--- config.mk ---
export PLATFORM = sky130hd
export DESIGN_NAME = riscv_fetch_stage
export DESIGN_NICKNAME = d
export VERILOG_FILES = /design/src/rtl/riscv_pkg.sv /design/src/rtl/fetch_fifo.sv /design/src/rtl/riscv_fetch_stage.sv
export SDC_FILE = /design/constraint.sdc
export NUM_CORES = 1
export LEC_CHECK = 0
export ABC_AREA = 1
export BUFFER_PORTS_ARGS = -buffer_cell sky130_fd_sc_hd__buf_2
export CAP_MARGIN = 5
export CORE_AREA = 4 4 136 138
export CTS_CLUSTER_SIZE = 30
export DETAILED_ROUTE_END_ITERATION = 10
export DIE_AREA = 0 0 140 142
export PLACE_DENSITY = 0.75
export SLEW_MARGIN = 15
export SYNTH_ARGS = -nofsm -noshare
export SYNTH_HDL_FRONTEND = slang
export SYNTH_SLANG_ARGS = --single-unit
--- constraint.sdc ---
create_clock -name clk_i -period 4.4 [get_ports clk_i]
set_input_delay 0.66 -clock clk_i [delete_from_list [all_inputs] [get_ports clk_i]]
set_output_delay 0.66 -clock clk_i [all_outputs]
set_load 0.01 [all_outputs]
--- src/rtl/riscv_pkg.sv ---
// Shared constants and types for the instruction-fetch stage.
package riscv_pkg;

  // addi x0, x0, 0: shown on the decode side whenever nothing valid is presented
  localparam logic [31:0] NOP_INSTR = 32'h0000_0013;

  typedef enum logic [1:0] {
    REQ  = 2'd0,
    WAIT = 2'd1,
    DROP = 2'd2
  } fetch_state_e;

  typedef struct packed {
    logic [31:0] pc;
    logic [31:0] instr;
  } fetch_entry_t;

endpackage

--- src/rtl/fetch_fifo.sv ---
// Small fetch buffer: power-of-two depth, flush has priority over push/pop.
module fetch_fifo #(
  parameter int W     = 64,
  parameter int DEPTH = 2
) (
  input  logic                   clk_i,
  input  logic                   rst_i,
  input  logic                   flush_i,
  input  logic                   push_i,
  input  logic [W-1:0]           data_i,
  input  logic                   pop_i,
  output logic [W-1:0]           data_o,
  output logic [$clog2(DEPTH):0] count_o,
  output logic                   full_o,
  output logic                   empty_o
);

  localparam int PW = $clog2(DEPTH);
  localparam int CW = PW + 1;
  localparam logic [CW-1:0] DEPTH_C = CW'(DEPTH);

  logic [W-1:0]  mem_q [DEPTH];
  logic [PW-1:0] wr_ptr_q, wr_ptr_d;
  logic [PW-1:0] rd_ptr_q, rd_ptr_d;
  logic [CW-1:0] count_q, count_d;
  logic          do_push, do_pop;

  assign empty_o = (count_q == '0);
  assign full_o  = (count_q == DEPTH_C);
  assign count_o = count_q;
  assign data_o  = mem_q[rd_ptr_q];

  // A push into a full buffer is only accepted when the head leaves in the same cycle
  assign do_pop  = pop_i && !flush_i && !empty_o;
  assign do_push = push_i && !flush_i && (!full_o || do_pop);

  // Next pointers and occupancy; flush empties the buffer outright
  always_comb begin
    wr_ptr_d = wr_ptr_q;
    rd_ptr_d = rd_ptr_q;
    count_d  = count_q;
    if (flush_i) begin
      wr_ptr_d = '0;
      rd_ptr_d = '0;
      count_d  = '0;
    end else begin
      if (do_push) wr_ptr_d = wr_ptr_q + 1'b1;
      if (do_pop)  rd_ptr_d = rd_ptr_q + 1'b1;
      case ({do_push, do_pop})
        2'b10:   count_d = count_q + 1'b1;
        2'b01:   count_d = count_q - 1'b1;
        default: count_d = count_q;
      endcase
    end
  end

  // Pointer and occupancy registers
  always_ff @(posedge clk_i) begin
    if (!rst_i) begin
      wr_ptr_q <= '0;
      rd_ptr_q <= '0;
      count_q  <= '0;
    end else begin
      wr_ptr_q <= wr_ptr_d;
      rd_ptr_q <= rd_ptr_d;
      count_q  <= count_d;
    end
  end

  // Entry storage; contents are meaningless outside the occupied window, so no reset
  always_ff @(posedge clk_i) begin
    if (do_push) mem_q[wr_ptr_q] <= data_i;
  end

endmodule

--- src/rtl/riscv_fetch_stage.sv ---
// Instruction fetch: owns the PC, one outstanding imem request, buffers words for decode.
module riscv_fetch_stage
  import riscv_pkg::*;
#(
  parameter int            DW         = 32,
  parameter int            ADDENT     = 4,
  parameter logic [DW-1:0] RESET_PC   = '0,
  parameter int            FIFO_DEPTH = 2
) (
  input  logic          clk_i,
  input  logic          rst_i,
  output logic          imem_req_o,
  output logic [DW-1:0] imem_addr_o,
  input  logic          imem_gnt_i,
  input  logic          imem_rvalid_i,
  input  logic [DW-1:0] imem_rdata_i,
  input  logic          redirect_i,
  input  logic [DW-1:0] redirect_pc_i,
  output logic          fetch_valid_o,
  input  logic          fetch_ready_i,
  output logic [DW-1:0] pc_d_o,
  output logic [DW-1:0] instr_d_o
);

  localparam int            CW         = $clog2(FIFO_DEPTH) + 1;
  localparam logic [CW-1:0] DEPTH_C    = CW'(FIFO_DEPTH);
  localparam logic [DW-1:0] ALIGN_MASK = ~DW'(3);

  fetch_state_e    state_q, state_d;
  logic [DW-1:0]   pc_q, pc_d;
  logic [DW-1:0]   out_pc_q, out_pc_d;
  logic [2*DW-1:0] fifo_head;
  logic [CW-1:0]   fifo_count;
  logic            fifo_full, fifo_empty;
  logic            fifo_push, fifo_pop;
  logic            issue;

  // Request only when a buffer slot is guaranteed for the response
  assign issue       = rst_i && (state_q == REQ) && (fifo_count < DEPTH_C);
  assign imem_req_o  = issue;
  assign imem_addr_o = pc_q;

  assign fetch_valid_o = rst_i && !fifo_empty;
  assign pc_d_o        = fetch_valid_o ? fifo_head[2*DW-1:DW] : '0;
  assign instr_d_o     = fetch_valid_o ? fifo_head[DW-1:0] : DW'(NOP_INSTR);

  // A redirect kills both the returning word and the decode-side handshake
  assign fifo_pop  = fetch_valid_o && fetch_ready_i;
  assign fifo_push = (state_q == WAIT) && imem_rvalid_i && !redirect_i && (!fifo_full || fifo_pop);

  fetch_fifo #(
    .W     (2 * DW),
    .DEPTH (FIFO_DEPTH)
  ) u_fifo (
    .clk_i   (clk_i),
    .rst_i   (rst_i),
    .flush_i (redirect_i),
    .push_i  (fifo_push),
    .data_i  ({out_pc_q, imem_rdata_i}),
    .pop_i   (fifo_pop),
    .data_o  (fifo_head),
    .count_o (fifo_count),
    .full_o  (fifo_full),
    .empty_o (fifo_empty)
  );

  // Next FSM state and PC; a redirect overrides whatever the handshake would have done
  always_comb begin
    state_d  = state_q;
    pc_d     = pc_q;
    out_pc_d = out_pc_q;
    case (state_q)
      REQ: begin
        if (issue && imem_gnt_i) begin
          out_pc_d = pc_q;
          pc_d     = pc_q + DW'(ADDENT);
          state_d  = WAIT;
        end
      end
      WAIT:    if (imem_rvalid_i) state_d = REQ;
      DROP:    if (imem_rvalid_i) state_d = REQ;
      default: state_d = REQ;
    endcase
    if (redirect_i) begin
      pc_d = redirect_pc_i & ALIGN_MASK;
      case (state_q)
        REQ:     state_d = (issue && imem_gnt_i) ? DROP : REQ;
        WAIT,
        DROP:    state_d = imem_rvalid_i ? REQ : DROP;
        default: state_d = REQ;
      endcase
    end
  end

  // FSM, PC and in-flight PC registers
  always_ff @(posedge clk_i) begin
    if (!rst_i) begin
      state_q  <= REQ;
      pc_q     <= RESET_PC;
      out_pc_q <= '0;
    end else begin
      state_q  <= state_d;
      pc_q     <= pc_d;
      out_pc_q <= out_pc_d;
    end
  end

endmodule

==> impl_metrics.toml <==
[synthesis]
synth_cells = 857
ys.warnings.count = 0
avgSynthCellArea_um2 = 9.93
synth_xor_xnor_area_share = 0.00618
synth_top_family_by_area = "simple AND/OR/NAND/NOR gates"
synth_ff_type = "edfxtp_1"
muxShareOfSynthArea = 0.0781
seq_area_frac_synth = 0.595
synthAdderAreaFrac = 0.00735
ys_ff_latch = 191
ys_types = 33
synth_area_leader_cell = "edfxtp_1"
synth_compound_area_frac = 0.0776
synth_edf_count = 124
async_flop_share = 0
synth-simple-area-share = 0.158
synth_area_um2 = 8510
synth_top_area_share = 0.438
synth_area_leaders = "edfxtp_1 (44%), dfxtp_1 (16%), nand2_1 (8.9%)"

[setup_path]
worstSetupPathType = "in2out"
cp_data_required_time_ns = 3.74
critPathTopFamily = "buffers and inverters"
crit_start = "rst_i"
r2r_start = "u_fifo.count_o[1]"
ff2ff_setup_slack_ns = 2.07
critPathLaunchType = "input pin"
crit_arrival_ns = 2.61
path_cells = "buf_2, inv_2, a21oi_4, buf_12, nand2_1, inv_1, buf_2"
crit_buf_inv = 5
critical-path-max-stage-delay_ns = 0.55
crit_end = "pc_d_o[27]"
path_depth = 7
worst_path_most_repeated_cell = "buf_2"
cp_max_fo = 36
reg2reg_to = "u_fifo.mem_q[0][9]"
slowest_stage = "a21oi_4"
reg2regPathDepth = 7
cp-end-kind = "output pin"

[sta]
maxSlewViolCount = 0
holdWs_ns = 0.425
final_hold_viol_count = 0
fin_crit_sh = 0.742
slew_headroom = 0.442
worst_slew_pin_slew_ns = 0.837
fin_worst_skew_ns = 0.0109
rsz0062_at_grt = "false"
clock.fmax_mhz = 306
tns_ns = 0
setup_violations = 0
min_period_ns = 3.27

[routing]
first_iter_violations = 332
drc_errors = 0
route.vias.total = 6223
drt-vias-per-instance = 4.98
wire_per_inst_um = 14.8
first_pass_iters = 5
ant_nets = 0
wl_um = 18500

[worst_hold_path]
hold_class = "in2reg"

[placed_design]
numPortBuffers = 161
hpwl_um = 12900
gp_congestion = 0.910
dp.cells = 1217

[final_layout]
final_cell_mix = "nand2_1 (201), buf_2 (161), edfxtp_1 (124)"
fin_nets = 1086
drive_gt1_frac = 0.284
final_common_cell = "nand2_1"
syn_to_final_growth_pct = 18.4
regArea_um2 = 5070
n_antenna_cell = 0
fin_util = 0.586
final_cells = 1249
multi_input_area_um2 = 2810
n_fill_cell = 1524

[job]
max_cap_viol_count = 0

[global_routing]
track_usage = 0.190
grt_overflow = 0
antenna_found_initial = 0
first_global_vias = 6028
grt_pass1_wl_um = 30100
grt_max_degree = 63

[die]
start_util = 0.495
die_w_um = 140
die-area_um2 = 19900
placementRows = 48
core_um2 = 17200
io_pins = 168
fp.dieH_um = 142

[clock_tree]
cts-resized-gates = 0
insertion_delay_ns = 0.43
holdBufCountCts = 0
clockBufferDepth = 2
path_clk_slew_ns = 0.07
htreeDepth = 4
post_cts_buffers = 0
clock-sinks = 191
cts_tree = "built"
cts_buffers = 17
root_buffer = "clkbuf_16"

[outcome]
outcome = "complete, no violations"

[power_and_ir_drop]
total_power_mw = 3.62
p_sw_frac = 0.236
power_density_nw_per_um2 = 359
power.leakage_nw = 4.35
p_comb_frac = 0.054
ir_drop_v = 0.000268
power.internal_mw = 2.76
seqPwrFrac = 0.550
switchingPower_uw = 855
clockPowerShare = 0.397
==> per-stage QoR <==
| stage | worst slack (ns) | area, um^2 |
|---|---|---|
| 3_3_place_gp | 1.06 | 9520 |
| 5_1_grt | 0.887 | 10100 |
| 4_1_cts | 1.09 | 10100 |
| 3_5_place_dp | 1.04 | 9520 |
| 2_1_floorplan | 0.994 | 8520 |
| 6_report | 1.13 | 10100 |
==> layout make-up <==
type | count | area share
clock buffers | 17 | 0.0422
clock inverters | 15 | 0.0125
inverters | 125 | 0.0466
multi-input cells | 508 | 0.279
flip-flops and latches | 191 | 0.503
well taps | 225 | 0.0279
repair buffers | 168 | 0.0889
==> metal layers <==
metal | wire length (um) | vias up | GRT usage
li1 | - | 3128 | -
met1 | 8360 | 2875 | 0.253
met2 | 8650 | 200 | 0.315
met3 | 1150 | 20 | 0.0410
met4 | 294 | 0 | 0.0551
met5 | 0 | - | 0
==> power by group through the flow <==
| stage | clock [mW] | sequential, mW | combinational, mW |
|---|---|---|---|
| after floorplan | 0 | 2.02 | 0.112 |
| after CTS | 1.47 | 1.99 | 0.195 |
| after global routing | 1.55 | 1.99 | 0.220 |
| after detailed placement | 0 | 2.03 | 0.194 |
| final | 1.44 | 1.99 | 0.194 |
| after global placement | 0 | 2.02 | 0.187 |
==> logic make-up after synthesis <==
family,count (synthesis)
compound gates,126
xor+xnor,6
fa+ha+maj,5
buf+inv,161
flops,191
mux,59
other cells,1
simple gates,308
==> flip-flops by register name, summed over array words and instances (netlist names), named ones only <==
signal	cells
u_fifo.rd_ptr_q	1
u_fifo.wr_ptr_q	1
out_pc_q	30
u_fifo.mem_q	124
state_q	2
u_fifo.count_o	2
imem_addr_o	30
==> worst reg2reg max path: stages, from the launching register on <==
cell,delay (ns)
dfxtp_1,0.46
inv_1,0.12
a21oi_4,0.46
nand2_2,0.17
nand3_2,0.12
nand2_1,0.11
nor2_4,0.12
buf_4,0.39
==> Yosys cell counts (6+ instances only) <==
cell / n
nand2_1: 201
edfxtp_1: 124
inv_1: 121
dfxtp_1: 67
a21oi_1: 61
mux2_2: 59
o21ai_0: 46
nor2_1: 38
nand3_1: 37
buf_2: 21
clkbuf_1: 10
nor2_2: 8
nor2_4: 8
o21ai_1: 8
a31oi_1: 6
nand2_2: 6
==> how the worst min path moves through the flow <==
stage,endpoint,from,depth (start not counted)
floorplan,u_fifo.mem_q[0][37],out_pc_q[5],0
global placement,u_fifo.mem_q[0][60],out_pc_q[28],0
detailed placement,u_fifo.mem_q[0][59],out_pc_q[27],0
CTS,u_fifo.mem_q[1][17],imem_rdata_i[17],1
global route,u_fifo.mem_q[1][26],imem_rdata_i[26],1
finish,u_fifo.mem_q[1][17],imem_rdata_i[17],1
No activity file was read; power rests on OpenSTA's default activity.
